==> src/rtl/fifo_arb_pkg.sv <==
// fifo_arb_pkg: state encoding and shared constants for the FIFO write arbiter.
package fifo_arb_pkg;
   typedef enum logic [1:0] {ARB_IDLE, ARB_BURST, ARB_THROTTLE} arb_state_e;
   localparam int FIFO_DATA_W = 128;
endpackage

==> src/rtl/fifo_rr_picker.sv <==
// fifo_rr_picker: combinational round-robin pick of the first requester at or after i_ptr.
module fifo_rr_picker
   import fifo_arb_pkg::*;
#(
   parameter int NUM_REQ = 4,
   localparam int IW = $clog2(NUM_REQ)
) (
   input  logic [NUM_REQ-1:0] i_req,
   input  logic [IW-1:0]      i_ptr,
   output logic               o_any,
   output logic [IW-1:0]      o_winner
);
   logic [NUM_REQ-1:0] w_rot;
   logic [IW-1:0]      w_idx;
   logic [IW:0]        w_sum;
   // rotate so i_ptr sits at bit 0, take the lowest set bit, then rotate the index back
   always_comb begin
      w_rot = NUM_REQ'({i_req, i_req} >> i_ptr);
      w_idx = '0;
      for (int k = NUM_REQ - 1; k >= 0; k--) w_idx = w_rot[k] ? IW'(k) : w_idx;
      w_sum = {1'b0, w_idx} + {1'b0, i_ptr};
      o_winner = (w_sum >= (IW+1)'(NUM_REQ)) ? IW'(w_sum - (IW+1)'(NUM_REQ)) : w_sum[IW-1:0];
      o_any = |i_req;
   end
endmodule

==> src/rtl/fifo_wr_arbiter.sv <==
// fifo_wr_arbiter: round-robin sharing of one FIFO write port among NUM_REQ valid/ready
// producers, with bounded bursts and throttling on FIFO full/almost-full.
module fifo_wr_arbiter
   import fifo_arb_pkg::*;
#(
   parameter int NUM_REQ   = 4,
   parameter int DATA_W    = FIFO_DATA_W,
   parameter int MAX_BURST = 8,
   localparam int OW = $clog2(NUM_REQ),
   localparam int CW = $clog2(MAX_BURST + 1)
) (
   input  logic                      clk,
   input  logic                      reset,
   input  logic [NUM_REQ-1:0]        req_valid,
   input  logic [NUM_REQ*DATA_W-1:0] req_data,
   output logic [NUM_REQ-1:0]        req_ready,
   output logic                      i_wren,
   output logic [DATA_W-1:0]         i_wrdata,
   input  logic                      o_full,
   input  logic                      o_alm_full,
   output logic [OW-1:0]             arb_owner,
   output logic                      arb_busy,
   output logic                      arb_throttle
);
   arb_state_e        r_state, w_state_nxt;
   logic [OW-1:0]     r_owner, r_rr_ptr, w_owner_nxt, w_rr_nxt, w_winner, w_owner_inc;
   logic [CW-1:0]     r_beat_cnt, w_cnt_nxt;
   logic              r_wren, w_any, w_can_write, w_own_valid, w_beat;
   logic [DATA_W-1:0] r_wrdata, w_own_data;

   fifo_rr_picker #(.NUM_REQ(NUM_REQ)) u_picker (
      .i_req    (req_valid),
      .i_ptr    (r_rr_ptr),
      .o_any    (w_any),
      .o_winner (w_winner)
   );

   always_comb begin
      w_can_write = !o_full && !o_alm_full;
      w_own_valid = req_valid[r_owner];
      w_beat = (r_state == ARB_BURST) && w_can_write && w_own_valid;
      w_owner_inc = (r_owner == OW'(NUM_REQ - 1)) ? '0 : r_owner + 1'b1;
      req_ready = '0;
      req_ready[r_owner] = (r_state == ARB_BURST) && w_can_write;
      w_own_data = '0;
      for (int k = 0; k < NUM_REQ; k++)
         w_own_data = (r_owner == OW'(k)) ? req_data[k*DATA_W +: DATA_W] : w_own_data;
   end

   always_comb begin
      w_state_nxt = r_state;
      w_owner_nxt = r_owner;
      w_rr_nxt = r_rr_ptr;
      w_cnt_nxt = r_beat_cnt;
      case (r_state)
         ARB_IDLE:
            if (w_any) begin
               w_state_nxt = ARB_BURST;
               w_owner_nxt = w_winner;
               w_cnt_nxt = '0;
            end
         ARB_BURST:
            if (!w_own_valid || w_can_write && r_beat_cnt == CW'(MAX_BURST - 1)) begin
               w_state_nxt = ARB_IDLE;
               w_rr_nxt = w_owner_inc;
            end else if (!w_can_write) w_state_nxt = ARB_THROTTLE;
            else w_cnt_nxt = r_beat_cnt + 1'b1;
         ARB_THROTTLE:
            if (!w_own_valid) begin
               w_state_nxt = ARB_IDLE;
               w_rr_nxt = w_owner_inc;
            end else if (w_can_write) w_state_nxt = ARB_BURST;
         default: w_state_nxt = ARB_IDLE;
      endcase
   end

   always_ff @(posedge clk or negedge reset)
      if (!reset) r_state <= ARB_IDLE;
      else r_state <= w_state_nxt;

   always_ff @(posedge clk or negedge reset)
      if (!reset) begin
         r_owner <= '0;
         r_rr_ptr <= '0;
         r_beat_cnt <= '0;
         r_wren <= 1'b0;
         r_wrdata <= '0;
      end else begin
         r_owner <= w_owner_nxt;
         r_rr_ptr <= w_rr_nxt;
         r_beat_cnt <= w_cnt_nxt;
         r_wren <= w_beat;
         if (w_beat) r_wrdata <= w_own_data;
      end

   assign i_wren = r_wren;
   assign i_wrdata = r_wrdata;
   assign arb_owner = r_owner;
   assign arb_busy = r_state != ARB_IDLE;
   assign arb_throttle = r_state == ARB_THROTTLE;
endmodule
==> config.mk <==
export PLATFORM = sky130hd
export DESIGN_NAME = fifo_wr_arbiter
export DESIGN_NICKNAME = d
export VERILOG_FILES = /design/src/rtl/fifo_arb_pkg.sv /design/src/rtl/fifo_rr_picker.sv /design/src/rtl/fifo_wr_arbiter.sv
export SDC_FILE = /design/constraint.sdc
export NUM_CORES = 1
export LEC_CHECK = 0
export BUFFER_PORTS_ARGS = -buffer_cell sky130_fd_sc_hd__buf_2
export CORE_AREA = 10 10 251 253
export CTS_BUF_LIST = sky130_fd_sc_hd__clkbuf_8
export DETAILED_ROUTE_END_ITERATION = 8
export DIE_AREA = 0 0 261 263
export PLACE_DENSITY = 0.45
export SYNTH_ARGS = -nofsm -noshare
export SYNTH_HDL_FRONTEND = slang
export SYNTH_SLANG_ARGS = --single-unit
==> constraint.sdc <==
create_clock -name clk -period 6.4 [get_ports clk]
set_input_delay 0.96 -clock clk [delete_from_list [all_inputs] [get_ports clk]]
set_output_delay 0.96 -clock clk [all_outputs]
set_load 0.02 [all_outputs]
Word-level counts from Yosys, hierarchy flattened
Cells that the tools add are included.
Storage, ports and cells
  register bits: 139
  input port bits: 520
  word-level logic and storage cells: 74
Operators by class
  add/subtract/negate cells: 4
  order comparisons: 3
  equality and inequality tests: 13
  shifts and indexed selects: 1
  mux-type cells: 27
  bitwise gates (word level): 1
  reduce and logical (&&, ||, !) cells: 19
Operators with widths (count)
  $mux 128: 4
  $mux 2: 13
  $mux 4: 3
  $pmux 4 s2: 1
  $shr 8x2->4: 1
  $eq 2x2->1 const B: 3
  $ne 2x2->1 const B: 3
  $pmux 2 s3: 1
  $reduce_and 3->1: 2
  $reduce_bool 2->1: 3
  $logic_and 1x1->1: 5
  $add 4x1->4 const B: 1
  $and 4x4->4: 1
  $eq 2x1->1 const B: 2
  $eq 4x3->1 const B: 1
  $logic_not 2->1: 2
  $ne 2x1->1 const B: 2
  $pmux 2 s2: 1
  $reduce_and 4->1: 1
  $reduce_or 4->1: 1
  $add 2x2->3: 1
  $ge 3x3->1 const B: 1
  $logic_not 1->1: 3
  $lt 2x3->1 const B: 1
  10 further kinds: 11

Depth between registers and ports, before layout
  depth in word-level cells: 8
  gate-level depth with buffers: 10
  depth with buffers taken out: 9

Modules after synthesis
Synthesis repeated with hierarchy kept, for this count alone.
Second synthesis, totals
  cells, all modules: 1235
  area, all modules: 10063.4 um^2
By module, submodules not included
  fifo_wr_arbiter: times used 1, cells an instance 1208, area each 9884.5 um^2
  fifo_rr_picker: times used 1, cells an instance 27, area each 178.9 um^2

Worst setup path before layout
No wires, ideal clock.
  path type: register to output
  start point: reg r_owner[0] (netlist: arb_owner[0])
  end point: out req_ready[2]
  arrival time: 1.911 ns
  slack: 3.529 ns
  cell stages (with the launch flop): 7
  buffers on the path: 3
  cells stage by stage: dfrtp_1 > inv_1 > ha_1 > clkbuf_1 > clkbuf_1 > clkbuf_1 > and3_1
Between the ends
  longest elaborated chain between the ends: 5
  elaborated cells on any way between the ends: 6
RTL lines
  start: declaration: line fifo_wr_arbiter.sv:26  | logic [OW-1:0] r_owner, r_rr_ptr, w_owner_nxt, w_rr_nxt, w_winner, w_owner_inc;
  start signal: assignment: line fifo_wr_arbiter.sv:89  | r_owner <= w_owner_nxt;
  $lt 2x3->1 (implied by the code) or $ge 2x1->1 (tied branches): line fifo_wr_arbiter.sv:44  | req_ready[r_owner] = (r_state == ARB_BURST) && w_can_write;
  $logic_and 1x1->1: line fifo_wr_arbiter.sv:44
  $mux 1 (implied by the code): line fifo_wr_arbiter.sv:44
  $demux 1 s2 (*): line fifo_wr_arbiter.sv:44
  $and 4x4->4 (no source line) (*)
  end: declaration: line fifo_wr_arbiter.sv:16  | output logic [NUM_REQ-1:0] req_ready,
Every way passes the cells marked *; elsewhere a longest branch is shown, timed or not.

Worst setup path after layout
  start point: reg r_owner[1] (netlist: arb_owner[1])
  end point: out req_ready[1]
Same word-level chain as after synthesis.

==> results.tsv <==
metric	value	unit
route.detailed.drc	0	
grtUsageTotal	13.9	%
grt_pass1_wl	72900	um
num_rows	89	
clkSinkCount	139	
post_cts_buffers	0	
fmax	0.299	GHz
dp_cells	2546	
critical_path.cell_chain	inv_1, ha_4, and3_1, buf_2	
tightest_slew	1.18	ns
wirelength	50300	um
skew	0.0135	ns
grt_pass1_vias	11801	
status	finished, final reports clean	
ys.flop_type	dfrtp_1	
start_kind	register	
critPathMaxFanout	67	
drive_gt1_share	39.6	%
cts_tree	yes	
synthDistinctLibCells	44	
design.core.area	58200	um2
clk_latency	0.54	ns
overflow	0	
fp.dieArea	68600	um2
regToRegEndpoint	i_wrdata[1]	
pwr-share-clk	12.9	%
worstSetupPathType	register to output pin	
cts_buffers	17	
detail_route.vias_per_cell	4.50	
drt_iter0_markers	721	
die_h	263	um
hold_class	primary input to asynchronous set/reset pin	
worstPathArrival	2.39	ns
dr.pass1.iters	5	
place.gp.congestion	0.922	
pin_count	657	
areaGrowthSynthToFinish	43.0	%
dr_total_vias	11619	
yosysSeqAreaShare	34.6	%
ant_nets	0	
post-place-ws	3.19	ns
nNetsFinal	2322	
num-fill-cells	6500	
ys_async_sr_fraction	100	%
rsz0062_at_grt	false	
wl_per_cell	19.5	um
p_comb_share	64.6	%
p_int	3260	uW
synth.avg_cell_area	8.13	um2
cap_violations	0	
reg2reg_slack	3.31	ns
antenna_found_initial	11	
timing.setup.tns	0	ns
vdd.ir_drop.worst	237	uV
swShare	49.1	%
period_needed	3.35	ns
cpPeakStageDelay	0.64	ns
post_cts_resized	0	
yosysWarnings	0	
p_leak	0.00674	uW
syn-num-nets	1766	
end_kind	output pin	
worstPathRequired	5.44	ns
synth_edf_count	0	
worstRegToRegCells	7	
synthCells	1236	
synth_seq_cells	139	
stdcell_count	2584	
pwr_density_cell	445	nW/um2
root_buffer	clkbuf_8	
hold_viol	0	
relSlewSlack	20.1	%
die_x	261	um
finalSetupViolations	0	
slowest_stage	ha_4	
portBuffers	656	
worst_slack	3.05	ns
dpl.hpwl	40200	um
grt_max_degree	131	
holdBufCountCts	0	
h-tree-depth	4	
initial_core_util	17.3	%
path_clk_slew	0.10	ns
clockBufferDepth	2	
r2r-start	arb_owner[1]	
syn_area	10100	um2
slew_violations	0	
fin_crit_sh	52.3	%
seq_power_share	22.5	%
netSwitchingPower	3140	uW
-- registers in the layout, summed over array words and instances (netlist names) --
signal	flops
i_wren	1
arb_owner	2
r_state	2
i_wrdata	128
r_rr_ptr	2
r_beat_cnt	4
-- metrics by stage --
stage	instance area [um2]	utilization, %	total power (uW)	hold WS [ns]
after floorplan	10100	-	4220	0.442
after global routing	14400	24.7	6950	0.418
after detailed placement	13900	23.9	5650	0.465
after CTS	14400	24.7	6530	0.381
after global placement	13900	23.9	5590	0.458
final	14400	24.7	6400	0.392
-- critical path, delay by kind of cell (launching register included) --
kind / cells / cell delay (ns)
fa+ha+maj: 1 / 0.64
buf+inv: 2 / 0.39
flops: 1 / 0.51
simple gates: 1 / 0.30
-- how the worst max path moves through the flow --
stage                      start            to  cells after the start  slack, ns
finish              arb_owner[1]  req_ready[1]                      4       3.05
global placement    req_valid[0]  i_wrdata[19]                      5       3.26
floorplan           arb_owner[0]  req_ready[2]                      6       3.53
detailed placement  req_valid[0]  i_wrdata[61]                      5       3.19
CTS                 arb_owner[1]  req_ready[1]                      4       2.94
global route        arb_owner[1]  req_ready[1]                      4       2.86
-- power by group through the flow --
stage	logic (uW)	clock network, uW	registers [uW]
finish	4130	827	1440
floorplan	2380	0	1840
detailed placement	4200	0	1460
CTS	4210	878	1440
global placement	4140	0	1450
global route	4560	910	1490
-- cell usage in the layout, fill, tap and decap left out, drive strengths merged, types with 6 or more instances in the layout --
master / instances
buf: 667
diode: 6
nor2: 17
nand2: 233
a221oi: 128
clkbuf: 20
a211o: 13
o21ai: 115
ha: 10
dfrtp: 139
a21oi: 31
nor2b: 232
inv: 26
o31a: 115
-- routing by layer --
| metal | share of wire, % | vias to the layer above | global-route usage [%] |
|---|---|---|---|
| met4 | 2.7 | 6 | 5.45 |
| li1 | - | 5564 | - |
| met3 | 9.4 | 58 | 5.26 |
| met1 | 39 | 5536 | 15.3 |
| met2 | 49 | 455 | 23.6 |
| met5 | 0.097 | - | 0 |
-- synth_stat cells (all sizes together), types with 4 or more instances --
cell type | instances | area share [%]
clkbuf | 96 | 3.7
inv | 23 | 0.86
nand3b | 4 | 0.30
a211o | 13 | 1.1
o31a | 115 | 10
buf | 34 | 2.2
and3 | 4 | 0.25
dfrtp | 139 | 35
ha | 10 | 1.2
nand2 | 233 | 8.7
nor2 | 17 | 0.63
o21ai | 115 | 5.7
a21oi | 31 | 1.5
nor2b | 232 | 14
mux2 | 4 | 0.45
a221oi | 128 | 11
-- layout make-up --
| type | count | area, um2 | area share (%) |
|---|---|---|---|
| multi-input cells | 944 | 5950 | 41.4 |
| flip-flops and latches | 139 | 3480 | 24.2 |
| repair buffers | 667 | 3430 | 23.9 |
| well taps | 773 | 967 | 6.73 |
| clock buffers | 20 | 275 | 1.92 |
| clock inverters | 12 | 161 | 1.12 |
| inverters | 23 | 86.3 | 0.601 |
| diodes | 6 | 15.0 | 0.104 |
-- logic make-up (layout without fill, tap and decap cells) --
family          count (synthesis)  after routing  synth area share (%)
fa+ha+maj                      10             10                  1.24
xor+xnor                        1              1                0.0871
mux                             7              7                 0.871
buf+inv                       153            722                  6.73
flops                         139            139                  34.6
other cells                     0              6                     0
compound gates                421            421                  31.1
simple gates                  505            505                  25.4
Note: power is estimated with default switching activity, not from simulation.
